[config.mk]
export PLATFORM = sky130hd
export DESIGN_NAME = ahb_spm_acc
export DESIGN_NICKNAME = d
export VERILOG_FILES = /design/src/rtl/spm_acc_pkg.sv /design/src/rtl/spm_deser.sv /design/src/rtl/ahb_spm_acc.sv
export SDC_FILE = /design/constraint.sdc
export NUM_CORES = 1
export LEC_CHECK = 0
export CORE_MARGIN = 10
export CORE_UTILIZATION = 29
export DETAILED_ROUTE_END_ITERATION = 16
export PLACE_DENSITY = 0.53
export REMOVE_ABC_BUFFERS = 1
export SLEW_MARGIN = 20
export SYNTH_ARGS = -nofsm -noshare
export SYNTH_HDL_FRONTEND = slang
export SYNTH_SLANG_ARGS = --single-unit
[constraint.sdc]
create_clock -name HCLK -period 7.85 [get_ports HCLK]
set_input_delay 1.1775 -clock HCLK [delete_from_list [all_inputs] [get_ports HCLK]]
set_output_delay 1.1775 -clock HCLK [all_outputs]
set_load 0.01 [all_outputs]
[src/rtl/spm_acc_pkg.sv]
// Shared constants for the serial-product accumulator: register offsets,
// CTRL/STATUS bit positions and deserializer state encodings.
package spm_acc_pkg;

  localparam logic [7:0] CTRL_OFF = 8'h00;
  localparam logic [7:0] STAT_OFF = 8'h04;
  localparam logic [7:0] ACCL_OFF = 8'h08;
  localparam logic [7:0] ACCM_OFF = 8'h0C;
  localparam logic [7:0] ACCH_OFF = 8'h10;

  localparam int CTRL_CLR = 0;
  localparam int CTRL_EN  = 1;
  localparam int CTRL_IE  = 2;

  localparam int STAT_BUSY    = 0;
  localparam int STAT_OVF     = 1;
  localparam int STAT_DONE    = 2;
  localparam int STAT_ERR     = 3;
  localparam int STAT_CNT_LSB = 8;

  localparam logic [0:0] S_IDLE  = 1'b0;
  localparam logic [0:0] S_SHIFT = 1'b1;

endpackage

[src/rtl/spm_deser.sv]
// Serial-to-parallel converter for LSB-first products: collects PW bits,
// hands the completed word over with a one-cycle add_pend strobe.
module spm_deser
  import spm_acc_pkg::*;
#(
  parameter int PW = 64
) (
  input  logic          clk,
  input  logic          rst_n,
  input  logic          clr,
  input  logic          en,
  input  logic          s_valid,
  input  logic          s_first,
  input  logic          s_bit,
  output logic [PW-1:0] word,
  output logic          add_pend,
  output logic          err_pulse,
  output logic [0:0]    state
);

  localparam int CW = $clog2(PW + 1);

  // Only PW-1 bits are buffered; the final bit is merged straight into word.
  logic [PW-2:0] sr;
  logic [CW-1:0] cnt;
  logic          last;

  assign last      = (cnt == CW'(PW - 1));
  assign err_pulse = (state == S_SHIFT) & s_valid & s_first;

  always_ff @(posedge clk) begin
    if (!rst_n) begin
      state    <= S_IDLE;
      cnt      <= '0;
      sr       <= '0;
      word     <= '0;
      add_pend <= 1'b0;
    end else begin
      add_pend <= 1'b0;
      if (clr) begin
        state <= S_IDLE;
        cnt   <= '0;
      end else begin
        case (state)
          S_IDLE: begin
            if (s_valid && s_first && en) begin
              sr    <= {s_bit, {(PW-2){1'b0}}};
              cnt   <= CW'(1);
              state <= S_SHIFT;
            end
          end
          S_SHIFT: begin
            if (s_valid) begin
              if (s_first) begin
                sr  <= {s_bit, {(PW-2){1'b0}}};
                cnt <= CW'(1);
              end else if (last) begin
                word     <= {s_bit, sr};
                add_pend <= 1'b1;
                cnt      <= '0;
                state    <= S_IDLE;
              end else begin
                sr  <= {s_bit, sr[PW-2:1]};
                cnt <= cnt + CW'(1);
              end
            end
          end
          default: state <= S_IDLE;
        endcase
      end
    end
  end

endmodule

[src/rtl/ahb_spm_acc.sv]
// AHB-Lite slave that accumulates sign-extended serial products into an
// ACC_W-bit accumulator, with a shadow for coherent multi-word reads.
module ahb_spm_acc
  import spm_acc_pkg::*;
#(
  parameter int PW    = 64,
  parameter int ACC_W = 80
) (
  input  logic        HCLK,
  input  logic        HRESETn,
  input  logic        HSEL,
  input  logic        HREADY,
  input  logic [1:0]  HTRANS,
  input  logic [2:0]  HSIZE,
  input  logic        HWRITE,
  input  logic [31:0] HADDR,
  input  logic [31:0] HWDATA,
  output logic        HREADYOUT,
  output logic [1:0]  HRESP,
  output logic [31:0] HRDATA,
  input  logic        s_valid,
  input  logic        s_first,
  input  logic        s_bit,
  output logic        busy,
  output logic        irq
);

  localparam int SW = ACC_W - 32;

  logic [7:0]       addr_q;
  logic             wr_q;
  logic             rd_q;
  logic [7:0]       off;
  logic             access;
  logic             ctrl_en;
  logic             ctrl_ie;
  logic [ACC_W-1:0] acc;
  logic [SW-1:0]    shadow;
  logic             ovf;
  logic             done;
  logic             err;
  logic [7:0]       cnt;
  logic             clr;
  logic [PW-1:0]    word;
  logic             add_pend;
  logic             err_pulse;
  logic [0:0]       state;
  logic [ACC_W-1:0] ext;
  logic [ACC_W-1:0] sum;
  logic             ovf_add;
  logic [31:0]      acch;
  logic             unused_bits;

  assign unused_bits = ^{HSIZE, HADDR[31:8], HTRANS[0], HWDATA};

  assign HREADYOUT = 1'b1;
  assign HRESP     = 2'b00;

  assign access = HSEL & HREADY & HTRANS[1];
  assign off    = {addr_q[7:2], 2'b00};
  assign clr    = wr_q & (off == CTRL_OFF) & HWDATA[CTRL_CLR];

  spm_deser #(.PW(PW)) u_deser (
    .clk       (HCLK),
    .rst_n     (HRESETn),
    .clr       (clr),
    .en        (ctrl_en),
    .s_valid   (s_valid),
    .s_first   (s_first),
    .s_bit     (s_bit),
    .word      (word),
    .add_pend  (add_pend),
    .err_pulse (err_pulse),
    .state     (state)
  );

  assign busy = (state == S_SHIFT) | add_pend;
  assign irq  = ctrl_ie & done;

  assign ext     = {{(ACC_W-PW){word[PW-1]}}, word};
  assign sum     = acc + ext;
  assign ovf_add = (acc[ACC_W-1] == ext[ACC_W-1]) & (sum[ACC_W-1] != acc[ACC_W-1]);

  // Top word of the accumulator, taken from the shadow and sign-extended.
  if (ACC_W == 96) begin : g_acch_full
    assign acch = shadow[63:32];
  end else begin : g_acch_sext
    assign acch = {{(96-ACC_W){shadow[SW-1]}}, shadow[SW-1:32]};
  end

  always_ff @(posedge HCLK) begin
    if (!HRESETn) begin
      addr_q <= '0;
      wr_q   <= 1'b0;
      rd_q   <= 1'b0;
    end else if (HREADY) begin
      addr_q <= HADDR[7:0];
      wr_q   <= access & HWRITE;
      rd_q   <= access & ~HWRITE;
    end
  end

  // Priority, lowest to highest: W1C clears, add/error sets, CLR.
  always_ff @(posedge HCLK) begin
    if (!HRESETn) begin
      ctrl_en <= 1'b0;
      ctrl_ie <= 1'b0;
      acc     <= '0;
      shadow  <= '0;
      ovf     <= 1'b0;
      done    <= 1'b0;
      err     <= 1'b0;
      cnt     <= '0;
    end else begin
      if (wr_q && off == CTRL_OFF) begin
        ctrl_en <= HWDATA[CTRL_EN];
        ctrl_ie <= HWDATA[CTRL_IE];
      end
      if (wr_q && off == STAT_OFF) begin
        if (HWDATA[STAT_OVF])  ovf  <= 1'b0;
        if (HWDATA[STAT_DONE]) done <= 1'b0;
        if (HWDATA[STAT_ERR])  err  <= 1'b0;
      end
      if (rd_q && off == ACCL_OFF) begin
        shadow <= acc[ACC_W-1:32];
      end
      if (add_pend) begin
        acc  <= sum;
        done <= 1'b1;
        if (ovf_add) ovf <= 1'b1;
        if (cnt != 8'hFF) cnt <= cnt + 8'd1;
      end
      if (err_pulse) begin
        err <= 1'b1;
      end
      if (clr) begin
        acc    <= '0;
        shadow <= '0;
        cnt    <= '0;
        ovf    <= 1'b0;
        done   <= 1'b0;
        err    <= 1'b0;
      end
    end
  end

  always_comb begin
    HRDATA = '0;
    if (rd_q) begin
      case (off)
        CTRL_OFF: begin
          HRDATA[CTRL_EN] = ctrl_en;
          HRDATA[CTRL_IE] = ctrl_ie;
        end
        STAT_OFF: begin
          HRDATA[STAT_BUSY] = busy;
          HRDATA[STAT_OVF]  = ovf;
          HRDATA[STAT_DONE] = done;
          HRDATA[STAT_ERR]  = err;
          HRDATA[STAT_CNT_LSB +: 8] = cnt;
        end
        ACCL_OFF: HRDATA = acc[31:0];
        ACCM_OFF: HRDATA = shadow[31:0];
        ACCH_OFF: HRDATA = acch;
        default:  HRDATA = '0;
      endcase
    end
  end

endmodule

==> flow_summary.yaml <==
status:
  outcome: "finished, final reports clean"
floorplanning:
  floorplan.die_area_mm2: 0.0654
  die_w_um: 256
  num_rows: 86
  core_area_mm2: 0.0551
  start_util_pct: 29.3
  top_level_port_count: 114
  fp.dieH_um: 256
timing:
  maxSlewViolCount: 0
  slew_headroom_pct: 28.9
  timing.final.crit_period_ns: 4.74
  maximum_frequency_from_static_timing_analysis_mhz: 211
  tightest_slew_ns: 1.07
  worst_clock_skew_ns: 0.0213
  final_hold_viols: 0
  setup_violations: 0
  unrepaired_setup_endpoints_after_global_routing: "false"
  final.setup.tns_ns: 0
  final.period_utilization_pct: 60.4
  worst_slack_ns: 3.11
critical_path:
  worst_path_dominant_cell_family: "buffers and inverters"
  end_kind: "output port"
  cell_chain_critical_path: "nor4_1 > buf_4 > and2_1 > o21ai_1 > buf_4 > a21oi_1 > clkdlybuf4s50_1"
  r2r_end: "acc[64]$_SDFFE_PP0P_"
  critical_path.max_fanout: 19
  worstSetupPathType: "reg2out"
  worstPathBufferInverterCount: 3
  critical_path.reg2reg.startpoint: "acc[0]$_SDFFE_PP0P_"
  critical_path.most_common_cell: "sky130_fd_sc_hd__buf_4"
  timing.critical_path.slowest_stage_cell: "sky130_fd_sc_hd__and2_1"
  required_ns: 6.67
  start_kind: "register"
  r2r_slack_ns: 3.44
  critPathArrivalTime_ns: 3.57
  critical_path.max_stage_delay_ns: 0.67
  rr_worst_depth: 13
job:
  timing.max_cap.violations: 0
placement:
  detailed_place.area_mm2: 0.0173
  gpl_congestion: 0.891
  place_hpwl_um: 35700
  dp_worst_setup_slack_ns: 3.48
  portBuffers: 52
logic_synthesis:
  postSynthCellCount: 2023
  postSynthAreaPerCell_um2: 7.97
  synth.distinct_cells: 77
  synth_most_common_cell: "sky130_fd_sc_hd__nand2_1"
  ys_seq_area_share_pct: 35.4
  ys_async_sr_fraction_pct: 0
  yosysWarningCount: 0
  synth-seq-cells: 285
  dominantRegCellSynth: "sky130_fd_sc_hd__dfxtp_1"
  netlist_top_cells_area: "sky130_fd_sc_hd__dfxtp_1 (35%), sky130_fd_sc_hd__nand2_1 (8.5%), sky130_fd_sc_hd__ha_1 (6.3%), sky130_fd_sc_hd__a21oi_1 (5.9%), sky130_fd_sc_hd__mux2i_1 (3.7%)"
  synth-edff-count: 0
  yosysTopAreaCellShare_pct: 35.4
  synthesis.area_mm2: 0.0161
  netlist_top_cells_count: "sky130_fd_sc_hd__nand2_1 (364), sky130_fd_sc_hd__dfxtp_1 (285), sky130_fd_sc_hd__a21oi_1 (190)"
  yosysTopAreaCell: "sky130_fd_sc_hd__dfxtp_1"
worst_hold_path:
  timing.hold.worst.start: "shadow[10]$_SDFFE_PP0P_"
  whs_endpoint: "shadow[10]$_SDFFE_PP0P_"
  hold_depth: 2
  min-delay-path-class: "reg2reg"
layout:
  n_antenna_cell: 0
  finish.net_count: 2161
  areaGrowthSynthToFinish_pct: 13.5
  postLayoutCoreUtil_pct: 33.2
  share_of_post_route_cells_with_drive_strength_above_1_pct: 5.82
  post-route-cell-area_mm2: 0.0183
  num-fill-cells: 5938
power:
  leakagePower_nw: 6.56
  worst_ir_drop_vdd_mv: 0.171
  power_density_normalized_to_cell_area_mw_per_mm2: 166
clock_network:
  worstSkewPairLatency_ns: 0.60
  cts-hold-fix-buffers: 0
  tritoncts.num_buffers: 31
  clock-root-buffer: "sky130_fd_sc_hd__clkbuf_16"
  cts-resized-gates: 0
  reg_clk_slew_reported_paths_ns: 0.06
  cts_tree: "yes"
  cts_sinks: 285
  ctsLongestPathBuffers: 3
  cts_post_setup_buffers_inserted: 0
  cts-htree-levels: 1
global_routing:
  grt_use_total_pct: 14.7
  antenna_violations_before_repair: 0
  grt_max_degree: 79
  gr-total-overflow: 0
  number_of_global_route_vias_before_repair: 13645
  wire_length_of_the_first_global_routing_pass_um: 78700
routing:
  route.vias.total: 14292
  routed_wirelength_um: 50000
  route.antenna.remaining_nets: 0
  drcViolationCount: 0
  viasPerCell: 5.15
  initial_drt_markers: 1220
  first_pass_iters: 5
  detail_route.wl_per_cell_um: 18.0
[worst max path at each step]
stage | from | to | slack [ns] | cells past startpoint
final | addr_q[7]$_SDFFE_PN0P_ | HRDATA[26] | 3.11 | 7
after global routing | addr_q[7]$_SDFFE_PN0P_ | HRDATA[26] | 2.92 | 7
after CTS | addr_q[7]$_SDFFE_PN0P_ | HRDATA[26] | 3.06 | 7
after detailed placement | acc[0]$_SDFFE_PP0P_ | acc[64]$_SDFFE_PP0P_ | 3.48 | 13
after global placement | acc[0]$_SDFFE_PP0P_ | acc[64]$_SDFFE_PP0P_ | 3.46 | 13
after floorplan | HWDATA[0] | acc[64]$_SDFFE_PP0P_ | 2.83 | 6
[kinds of logic after synthesis]
group           Yosys count  synth area share, %
other cells               2               0.0466
simple gates            753                 21.2
flops                   285                 35.4
compound gates          604                 24.6
xor+xnor                 62                 3.37
fa+ha+maj                82                 6.41
mux                      78                 5.12
buf+inv                 157                 3.79
[layout make-up]
type	instances	area (um2)	area share, %
sequential	285	5710	31.2
multi-input combinational	1582	9850	53.8
inverter	34	128	0.697
tap	748	936	5.11
timing repair buffer	68	638	3.49
clock inverter	19	184	1.01
clock buffer	39	856	4.68
[registers in the layout, summed over array words and instances (netlist names), 6 cells and up]
register	count
u_deser.cnt	7
u_deser.sr	63
acc	80
addr_q	6
u_deser.word	64
cnt	8
shadow	48
[placed cells by master (no fill, tap or decap), drive strengths merged, types with 4 or more instances in the layout]
cell | synthesis | final
a211o | 6 | 6
a211oi | 9 | 9
a21boi | 72 | 72
a21o | 52 | 52
a21oi | 191 | 191
a221oi | 14 | 14
a22oi | 65 | 65
a31oi | 12 | 12
and2 | 16 | 16
and3 | 13 | 13
buf | 14 | 17
clkbuf | 109 | 39
clkdlybuf4s50 | 0 | 51
clkinv | 0 | 12
dfxtp | 285 | 285
ha | 81 | 81
inv | 34 | 36
mux2 | 16 | 16
mux2i | 60 | 60
nand2 | 364 | 364
nand2b | 6 | 6
nand3 | 39 | 39
nand4 | 27 | 27
nor2 | 136 | 136
nor2b | 80 | 80
nor3 | 25 | 25
nor3b | 4 | 4
nor4 | 10 | 10
o211ai | 10 | 10
o21a | 21 | 21
o21ai | 84 | 84
o21bai | 24 | 24
o31ai | 10 | 10
or2 | 7 | 7
or3 | 13 | 13
or4 | 4 | 4
xnor2 | 36 | 36
xor2 | 26 | 26
[stage by stage]
step | hold slack, ns | instances | total power, mW
floorplan | 0.433 | 1901 | 1.52
global placement | 0.443 | 2717 | 1.56
detailed placement | 0.448 | 2717 | 1.56
CTS | 0.457 | 2775 | 3.08
global route | 0.472 | 2775 | 3.14
finish | 0.455 | 2775 | 3.04
[report_power, final]
| group | switching, mW | leakage [nW] | total (mW) | internal (mW) |
|---|---|---|---|---|
| clock | 0.641 | 0.520 | 1.51 | 0.869 |
| sequential | 0.00370 | 2.30 | 1.45 | 1.45 |
| combinational | 0.0490 | 3.74 | 0.0772 | 0.0282 |
[worst register-to-register path: stages (launching register included)]
cell and delay [ns]:
sky130_fd_sc_hd__dfxtp_1 0.36, sky130_fd_sc_hd__ha_1 0.21, sky130_fd_sc_hd__inv_1 0.06, sky130_fd_sc_hd__fa_1 0.39
sky130_fd_sc_hd__nand2b_1 0.19, sky130_fd_sc_hd__a21oi_2 0.19, sky130_fd_sc_hd__o21ai_1 0.19, sky130_fd_sc_hd__o32a_1 0.49
sky130_fd_sc_hd__o41ai_2 0.68, sky130_fd_sc_hd__nor3b_2 0.49, sky130_fd_sc_hd__o21bai_1 0.22, sky130_fd_sc_hd__a211o_1 0.39
sky130_fd_sc_hd__nand4_1 0.10, sky130_fd_sc_hd__or3b_1 0.34
[per-layer routing]
metal	share of wire [%]	global-route usage (%)	up-vias	routed length, um
met3	4.9	2.16	55	2440
met1	51	21.5	6799	25400
met5	0	0	-	0
met2	42	22.1	299	21100
met4	2.3	3.52	0	1140
li1	-	-	7139	-
Power figures use the tool's default switching activity.
